<file path="config.mk">
export PLATFORM = sky130hd
export DESIGN_NAME = irm_fifo_receiver
export DESIGN_NICKNAME = d
export VERILOG_FILES = /design/src/rtl/irm_fifo_receiver.sv
export SDC_FILE = /design/constraint.sdc
export NUM_CORES = 1
export LEC_CHECK = 0
export CAP_MARGIN = 20
export CORE_ASPECT_RATIO = 0.7
export CORE_MARGIN = 3
export CORE_UTILIZATION = 45
export CTS_BUF_LIST = sky130_fd_sc_hd__clkbuf_2 sky130_fd_sc_hd__clkbuf_4 sky130_fd_sc_hd__clkbuf_8
export DETAILED_ROUTE_END_ITERATION = 8
export PLACE_DENSITY = 0.58
export SLEW_MARGIN = 30
export SYNTH_ARGS = -nofsm -noshare
export SYNTH_HDL_FRONTEND = slang
export SYNTH_SLANG_ARGS = --single-unit
</file>
<file path="constraint.sdc">
create_clock -name clk -period 6.1 [get_ports clk]
set_clock_uncertainty 0.1 [all_clocks]
set_input_delay 1.22 -clock clk [delete_from_list [all_inputs] [get_ports clk]]
set_output_delay 1.22 -clock clk [all_outputs]
set_load 0.02 [all_outputs]
</file>
<file path="src/rtl/irm_fifo_receiver.sv">
// rtl/irm_fifo_receiver.sv - NEC IR frame decoder with decoded-frame FIFO and register port
module irm_fifo_receiver #(
  parameter int UNIT_CYCLES = 28125,
  parameter int FIFO_DEPTH  = 8,
  parameter int FILTER_LEN  = 4
) (
  input  logic        clk,
  input  logic        reset_n,
  input  logic        ir,
  input  logic        s_cs_n,
  input  logic [1:0]  s_address,
  input  logic        s_read,
  input  logic        s_write,
  input  logic [31:0] s_writedata,
  output logic [31:0] s_readdata,
  output logic        irq
);
  localparam int DW = $clog2(24 * UNIT_CYCLES + 1);
  localparam int AW = $clog2(FIFO_DEPTH);
  localparam int FW = $clog2(FILTER_LEN + 1);
  localparam logic [DW-1:0] U2  = DW'(2 * UNIT_CYCLES);
  localparam logic [DW-1:0] U3  = DW'(3 * UNIT_CYCLES);
  localparam logic [DW-1:0] U4  = DW'(4 * UNIT_CYCLES);
  localparam logic [DW-1:0] U6  = DW'(6 * UNIT_CYCLES);
  localparam logic [DW-1:0] U10 = DW'(10 * UNIT_CYCLES);
  localparam logic [DW-1:0] U12 = DW'(12 * UNIT_CYCLES);
  localparam logic [DW-1:0] U20 = DW'(20 * UNIT_CYCLES);
  localparam logic [DW-1:0] U24 = DW'(24 * UNIT_CYCLES);

  typedef enum logic [2:0] {
    IDLE, LEAD_MARK, LEAD_SPACE, BIT_MARK, BIT_SPACE, DONE, REP_MARK
  } state_t;

  logic [1:0]        sync;
  logic              lvl;
  logic [FW-1:0]     fcnt;
  logic              flip, fall, rise;
  logic [DW-1:0]     dur;
  state_t            state;
  logic [31:0]       shreg, last_code, push_data;
  logic              last_valid, push, rep_flag, ovf;
  logic [4:0]        bit_idx;
  logic [7:0]        errcnt;
  logic [2:0]        ctrl;
  logic [31:0]       mem [FIFO_DEPTH];
  logic [AW-1:0]     wr_ptr, rd_ptr;
  logic [AW:0]       count;
  logic              wr_en, rd_en, clr_stat, full, nempty, pop, push_ok;
  logic              unused_wdata;

  assign flip     = (sync[1] != lvl) && (fcnt == FW'(FILTER_LEN - 1));
  assign fall     = flip && !sync[1];
  assign rise     = flip && sync[1];
  assign wr_en    = s_write && !s_cs_n;
  assign rd_en    = s_read && !s_cs_n;
  assign clr_stat = wr_en && (s_address == 2'd1);
  assign full     = (count == (AW+1)'(FIFO_DEPTH));
  assign nempty   = (count != '0);
  assign pop      = rd_en && (s_address == 2'd0) && nempty;
  assign push_ok  = push && (!full || pop);
  assign unused_wdata = ^s_writedata[31:3];

  // Two-flop synchroniser followed by a run-length glitch filter on the IR level
  always_ff @(posedge clk or negedge reset_n) begin
    if (!reset_n) begin
      sync <= 2'b11;
      lvl  <= 1'b1;
      fcnt <= '0;
    end else begin
      sync <= {sync[0], ir};
      if (sync[1] == lvl) begin
        fcnt <= '0;
      end else if (flip) begin
        lvl  <= sync[1];
        fcnt <= '0;
      end else begin
        fcnt <= fcnt + FW'(1);
      end
    end
  end

  // Length of the current filtered level, restarted on every edge, saturating at 24 units
  always_ff @(posedge clk or negedge reset_n) begin
    if (!reset_n) begin
      dur <= '0;
    end else if (flip) begin
      dur <= '0;
    end else if (dur != U24) begin
      dur <= dur + DW'(1);
    end
  end

  // Frame decoder: classifies each finished mark/space and emits one push per accepted frame
  always_ff @(posedge clk or negedge reset_n) begin
    if (!reset_n) begin
      state      <= IDLE;
      shreg      <= '0;
      bit_idx    <= '0;
      last_code  <= '0;
      last_valid <= 1'b0;
      push       <= 1'b0;
      push_data  <= '0;
      errcnt     <= '0;
      rep_flag   <= 1'b0;
    end else begin
      push <= 1'b0;
      if (clr_stat && s_writedata[0]) errcnt <= '0;
      if (clr_stat && s_writedata[2]) rep_flag <= 1'b0;
      if (state != IDLE && state != DONE && dur > U20) begin
        state <= IDLE;
      end else begin
        case (state)
          IDLE:       if (fall) state <= LEAD_MARK;
          LEAD_MARK:  if (rise) state <= (dur >= U12 && dur <= U20) ? LEAD_SPACE : IDLE;
          LEAD_SPACE: if (fall) begin
            if (dur >= U6 && dur <= U10) begin
              state   <= BIT_MARK;
              bit_idx <= '0;
            end else if (dur >= U3 && dur < U6) begin
              state <= REP_MARK;
            end else begin
              state <= IDLE;
            end
          end
          BIT_MARK:   if (rise) state <= (dur > U2) ? IDLE : BIT_SPACE;
          BIT_SPACE:  if (fall) begin
            if (dur > U4) begin
              state <= IDLE;
            end else begin
              shreg   <= {(dur >= U2), shreg[31:1]};
              bit_idx <= bit_idx + 5'd1;
              state   <= (bit_idx == 5'd31) ? DONE : BIT_MARK;
            end
          end
          DONE: begin
            if (ctrl[1] && (shreg[23:16] != ~shreg[31:24])) begin
              if (errcnt != 8'hFF) errcnt <= errcnt + 8'd1;
            end else begin
              push       <= 1'b1;
              push_data  <= shreg;
              last_code  <= shreg;
              last_valid <= 1'b1;
            end
            state <= IDLE;
          end
          REP_MARK:   if (rise) begin
            if (dur <= U2 && ctrl[2] && last_valid) begin
              push      <= 1'b1;
              push_data <= last_code;
              rep_flag  <= 1'b1;
            end
            state <= IDLE;
          end
          default:    state <= IDLE;
        endcase
      end
    end
  end

  // FIFO storage; contents need no reset because count gates every read
  always_ff @(posedge clk) begin
    if (push_ok) mem[wr_ptr] <= push_data;
  end

  // FIFO pointers, occupancy, overflow flag, control register and interrupt
  always_ff @(posedge clk or negedge reset_n) begin
    if (!reset_n) begin
      wr_ptr <= '0;
      rd_ptr <= '0;
      count  <= '0;
      ovf    <= 1'b0;
      ctrl   <= 3'b110;
      irq    <= 1'b0;
    end else begin
      if (push_ok) wr_ptr <= wr_ptr + AW'(1);
      if (pop) rd_ptr <= rd_ptr + AW'(1);
      case ({push_ok, pop})
        2'b10:   count <= count + (AW+1)'(1);
        2'b01:   count <= count - (AW+1)'(1);
        default: count <= count;
      endcase
      if (clr_stat && s_writedata[1]) ovf <= 1'b0;
      if (push && full && !pop) ovf <= 1'b1;
      if (wr_en && s_address == 2'd2) ctrl <= s_writedata[2:0];
      irq <= ctrl[0] && (nempty || ovf);
    end
  end

  // Register read mux, driven only while a read is selected
  always_comb begin
    s_readdata = '0;
    if (rd_en) begin
      case (s_address)
        2'd0:    s_readdata = nempty ? mem[rd_ptr] : 32'h0;
        2'd1:    s_readdata = {errcnt, 8'(count), 13'b0, rep_flag, ovf, nempty};
        2'd2:    s_readdata = {29'b0, ctrl};
        default: s_readdata = '0;
      endcase
    end
  end
endmodule

</file>
==> run_results.csv, run 1 <==
group,metric,value,unit
setup_path,cp-end-kind,"output port",
job,drv_cap,0,
power_and_ir_drop,leakage,7.85,nW
sta,maxSlewHeadroom,41.8,%
sta,hold_viol_final,0,
global_route,grt_pass1_vias,9795,
die,die_x,242,um
final_layout,final_net_count,1274,
yosys,synth.area.top_cells,"edfxtp_1 44%, dfrtp_1 22%, mux4_2 8.2%, mux2i_1 3.6%, mux2_2 2.8%",
setup_path,startpoint,"s_address[1]",
global_route,grt_pass1_wl,58700,um
die,die_h,171,um
setup_path,worstSetupPathType,"in -> out",
sta,finalCritPeriodShare,85.5,%
clocking,cts_tree,"yes",
clocking,htree_levels,2,
yosys,ys.flop_type,"edfxtp_1",
clocking,root_buffer,"clkbuf_8",
detailed_routing,ant_nets,0,
detailed_routing,drcViolationCount,0,
clocking,cts_setup_buffers,0,
power_and_ir_drop,p_comb_share,18.8,%
detailed_routing,wl_per_cell,20.6,um
hold_path,hold_start,"sync[0]",
final_layout,area_delta_synth_final,14.2,%
setup_path,crit_path_frequent_cell,"clkdlybuf4s50_1",
final_layout,layout_common_cells,"256 x edfxtp_1, 148 x dfrtp_1, 87 x nor2_1",
clocking,clk_pin_slew_worst_paths,60,ps
sta,rsz0062_at_grt,"no",
detailed_routing,via_per_inst,5.47,
sta,clock.fmax,192,MHz
power_and_ir_drop,p_int,5.24,mW
clocking,clk_latency,610,ps
final_layout,final_common_cell,"edfxtp_1",
sta,finalMaxSlewViolations,0,
detailed_routing,wirelength,37000,um
sta,fin_tns_setup,0,ps
yosys,synthCells,1157,
global_route,grtUsageTotal,18.3,%
global_route,grt_max_degree,92,
yosys,syn_area,0.0175,mm2
sta,worst_pin_slew,873,ps
hold_path,min_to,"sync[1]",
yosys,yosys_register_bits,412,
die,start_util,46.4,%
global_route,overflow,0,
setup_path,path_max_fanout,22,
sta,setup_violations,0,
placement,dp_hpwl,21500,um
yosys,synth_top_area_share,44.0,%
clocking,cts_buffer_depth,3,
sta,whs,256,ps
power_and_ir_drop,seq_power_share,46.8,%
yosys,async_reset_ff_share,37.9,%
detailed_routing,vias,9805,
setup_path,worstPathRequired,4780,ps
die,rows,59,
final_layout,nFillCells,3130,
yosys,syn_nets,1209,
clocking,numCtsBuffers,60,
hold_path,whs_path_depth,0,
yosys,synth.avg_cell_area,15.1,um2
power_and_ir_drop,cellPowerDensity,368,mW/mm2
setup_path,r2r_cells,14,
die,core,0.0377,mm2
die,pin_count,73,
setup_path,critPathLaunchType,"primary input",
global_route,antenna_found_initial,0,
run_status,status,"finished, final reports clean",
yosys,ys_seq_area_share,66.3,%
placement,port_buffers,43,
hold_path,hold_class,"reg -> reg",
sta,period_needed,5210,ps
setup_path,path_cells,"clkdlybuf4s50_1, or3_1, or2_2, nor2_1, clkdlybuf4s50_1",
setup_path,slowest_delay,640,ps
yosys,synth_largest_area_cell,"edfxtp_1",
clocking,hold_buffers,0,
power_and_ir_drop,p_sw,2.12,mW
detailed_routing,dr.pass1.iters,5,
power_and_ir_drop,peakVddDrop,0.182,mV
clocking,clock_sinks,412,
detailed_routing,initialDrtViolationCount,763,
die,die_area,0.0413,mm2
placement,place.gp.congestion,0.862,
yosys,ys_warn_count,0,
setup_path,regToRegStartpoint,"count[2]",
setup_path,arrival,3890,ps
final_layout,n_antenna_cell,0,
power_and_ir_drop,pwr-share-clk,34.3,%
final_layout,layout-drive-gt1-share,20.7,%
yosys,yosysUniqueCellTypes,71,
yosys,synth_edf_count,256,
setup_path,crit_slowest_cell,"clkdlybuf4s50_1",
setup_path,reg2reg_to,"count[3]",
setup_path,r2r_slack,2190,ps
power_and_ir_drop,switching_share,28.8,%
clocking,cts_resized,0,
[final cells by class]
type | count | area [um2] | area share [%]
Inverter | 20 | 75.1 | 0.376
Clock inverter | 34 | 374 | 1.87
Clock buffer | 80 | 1040 | 5.23
Sequential cell | 412 | 11600 | 58.1
Tap cell | 518 | 648 | 3.24
Timing Repair Buffer | 68 | 634 | 3.18
Multi-Input combinational cell | 660 | 5600 | 28.0
[kinds of logic (layout without fill, tap and decap cells)]
kind of cell / count (synthesis) / in the layout / share of synthesized area (%)
DFF: 412 / 412 / 66.3
AOI/OAI and AO/OA: 139 / 139 / 4.84
adders and majority gates: 12 / 12 / 0.902
and+or+nand+nor: 277 / 277 / 7.80
muxes: 198 / 198 / 16.4
xor gates and xnor gates: 34 / 34 / 1.70
buffers and inverters: 85 / 202 / 2.01
[stage by stage]
stage | setup slack [ps] | power, mW | utilization, % | instances | area, um2
after global routing | 787 | 7.73 | 53.0 | 1792 | 20000
after floorplan | 718 | 4.41 | - | 1157 | 17500
after detailed placement | 711 | 4.91 | 49.2 | 1678 | 18600
after CTS | 734 | 7.46 | 52.9 | 1792 | 20000
final | 887 | 7.35 | 53.0 | 1792 | 20000
after global placement | 845 | 4.89 | 49.2 | 1678 | 18600
[synthesized netlist by cell type, types with 5 or more instances]
master    count
a21oi_1      26
a22oi_1       5
a31oi_1       7
and3_1        8
buf_1         8
buf_2        17
clkbuf_1     38
dfrtp_1     151
dfstp_2       5
edfxtp_1    256
ha_1         11
inv_1        19
mux2_1       28
mux2_2       43
mux2i_1      63
mux4_2       64
nand2_1      74
nand2b_1     15
nand3_1      16
nand4_1       9
nor2_1       90
nor3_1       15
nor4_1        9
o21ai_0      30
o21ai_1      33
or3_1         6
xnor2_1      16
xor2_1       18
[routing by layer]
metal | share of wire [%] | vias to the layer above | global-route usage [%]
met5 | 0 | - | 0
met4 | 1.7 | 0 | 4.57
met3 | 4.6 | 54 | 2.62
met2 | 44 | 215 | 27.7
met1 | 49 | 5004 | 28.2
li1 | - | 4532 | -
[worst max-delay path by stage]
stage,end,slack [ps],cells past startpoint
global route,s_readdata[20],790,5
finish,s_readdata[3],890,5
detailed placement,s_readdata[3],710,5
global placement,s_readdata[8],840,5
CTS,s_readdata[3],730,5
floorplan,mem[2][0],720,6
[registers in the layout, summed over array words and instances, names as in the netlist, 4 cells and up]
register,flops
bit_idx,5
dur,20
push_data,32
last_code,32
mem,256
count,4
errcnt,8
shreg,32
[power groups by stage]
stage / sequential [mW] / clock [mW] / combinational, mW
final: 3.44 / 2.52 / 1.38
after floorplan: 3.26 / 0 / 1.15
after global routing: 3.48 / 2.74 / 1.51
after global placement: 3.50 / 0 / 1.39
after detailed placement: 3.50 / 0 / 1.41
after CTS: 3.45 / 2.60 / 1.41
[worst max-delay path: cells and delay by family]
family | cells | cell delay [ps]
simple gates | 3 | 1430
buf+inv | 2 | 1210
(Power assumes the default switching activity.)
==> run 2: changes to the inputs <==
==> constraint.sdc (replaced) <==
create_clock -name clk -period 6.4 [get_ports clk]
set_clock_uncertainty 0.1 [all_clocks]
set_input_delay 1.28 -clock clk [delete_from_list [all_inputs] [get_ports clk]]
set_output_delay 1.28 -clock clk [all_outputs]
set_load 0.02 [all_outputs]
==> run_results.csv, run 2 (same netlist as run 1, synthesis figures left out) <==
group,metric,value,unit
sta,finalCritPeriodShare,81.7,%
clocking,htree_levels,2,
hold_path,whs_path_depth,0,
detailed_routing,ant_nets,0,
clocking,numCtsBuffers,60,
global_route,grt_pass1_wl,58200,um
power_and_ir_drop,peakVddDrop,0.345,mV
sta,fin_tns_setup,0,ps
placement,place.gp.congestion,0.864,
final_layout,final_common_cell,"edfxtp_1",
die,die_x,242,um
placement,port_buffers,43,
clocking,clk_pin_slew_worst_paths,60,ps
hold_path,hold_start,"sync[0]",
setup_path,cp-end-kind,"output port",
global_route,grt_max_degree,77,
sta,finalMaxSlewViolations,0,
setup_path,regToRegStartpoint,"count[3]",
detailed_routing,wirelength,36500,um
setup_path,worstSetupPathType,"in -> out",
setup_path,crit_path_frequent_cell,"clkdlybuf4s50_1",
die,die_area,0.0413,mm2
setup_path,reg2reg_to,"count[3]",
final_layout,final_net_count,1273,
setup_path,startpoint,"s_address[0]",
detailed_routing,initialDrtViolationCount,757,
clocking,root_buffer,"clkbuf_8",
final_layout,n_antenna_cell,0,
clocking,cts_tree,"yes",
clocking,clk_latency,620,ps
global_route,antenna_found_initial,0,
hold_path,min_to,"sync[1]",
run_status,status,"finished, final reports clean",
final_layout,nFillCells,3151,
sta,hold_viol_final,0,
power_and_ir_drop,leakage,7.79,nW
detailed_routing,drcViolationCount,0,
detailed_routing,vias,9832,
final_layout,regArea,0.0116,mm2
die,die_h,171,um
placement,dp_hpwl,21800,um
detailed_routing,via_per_inst,5.49,
setup_path,arrival,3850,ps
power_and_ir_drop,total_power,6.74,mW
setup_path,r2r_cells,14,
clocking,clock_sinks,412,
final_layout,top_register,"mem",
global_route,grt_pass1_vias,9758,
sta,worst_pin_slew,895,ps
final_layout,area_delta_synth_final,13.3,%
final_layout,fin_util,52.5,%
clocking,cts_buffer_depth,3,
sta,rsz0062_at_grt,"no",
final_layout,layout_common_cells,"256 x edfxtp_1, 148 x dfrtp_1, 87 x nor2_1",
setup_path,slowest_delay,640,ps
final_layout,stdcell_count,1790,
hold_path,hold_class,"reg -> reg",
die,start_util,46.4,%
sta,clock.fmax,191,MHz
die,rows,59,
sta,maxSlewHeadroom,40.1,%
job,drv_cap,0,
detailed_routing,dr.pass1.iters,5,
final_layout,postLayoutCellArea,0.0198,mm2
setup_path,worstPathRequired,5020,ps
power_and_ir_drop,cellPowerDensity,340,mW/mm2
placement,place_inst,1677,
global_route,overflow,0,
final_layout,multi_input_area,0.00559,mm2
final_layout,largest_reg_flops,256,
sta,setup_violations,0,
clocking,cts_setup_buffers,0,
clocking,hold_buffers,0,
placement,dpl_cell_area,0.0186,mm2
setup_path,r2r_slack,2550,ps
final_layout,layout-drive-gt1-share,21.0,%
setup_path,critPathLaunchType,"primary input",
global_route,grtUsageTotal,18.2,%
clocking,cts_resized,0,
setup_path,crit_slowest_cell,"clkdlybuf4s50_1",
setup_path,path_cells,"clkdlybuf4s50_1, or3_1, or2_0, buf_4, nor2_1, clkdlybuf4s50_1",
die,pin_count,73,
detailed_routing,wl_per_cell,20.4,um
die,core,0.0377,mm2
sta,period_needed,5230,ps
setup_path,path_max_fanout,22,
==> run 2: changes by cell type in the layout (fill, tap and decap cells not counted), sizes merged <==
cell / delta
clkbuf: +15
clkinvlp: -3
clkinv: -7
bufinv: -7
==> run 2: worst max path at each step <==
stage               depth (start not counted)             end  slack (ps)
floorplan                                   6       mem[0][0]         120
global placement                           13        count[3]        1180
detailed placement                         13        count[3]        1160
CTS                                         6  s_readdata[10]        1170
global route                                6  s_readdata[22]         990
finish                                      6   s_readdata[3]        1170
==> run 2: power breakdown <==
part           leakage, nW  switching, mW  total (mW)  internal [mW]
Combinational         2.48          0.652        1.28          0.625
Clock                0.685          0.977        2.16           1.18
Sequential            4.63          0.347        3.31           2.96
Total                 7.79           1.98        6.74           4.77
==> run 2: cell type report <==
class / instances / area share (%)
flip-flops and latches: 412 / 58.6
multi-input cells: 660 / 28.2
clock buffers: 96 / 5.78
well taps: 518 / 3.27
repair buffers: 67 / 3.21
clock inverters: 17 / 0.581
inverters: 20 / 0.379
==> run 2: per-layer routing <==
metal  routed length [um]  track usage, %
met1                18600            28.9
met5                    0               0
met3                 1800            3.09
met2                15700            26.0
met4                  436            4.12
==> run 2: stage by stage <==
stage	setup WS, ps	hold WS (ps)
after detailed placement	1160	247
after CTS	1170	271
after floorplan	125	245
after global routing	992	283
final	1170	267
after global placement	1180	246
==> run 2: critical path: cells and delay by family <==
family | cells | cell delay, ps
buffers and inverters | 3 | 1480
and+or+nand+nor | 3 | 1050
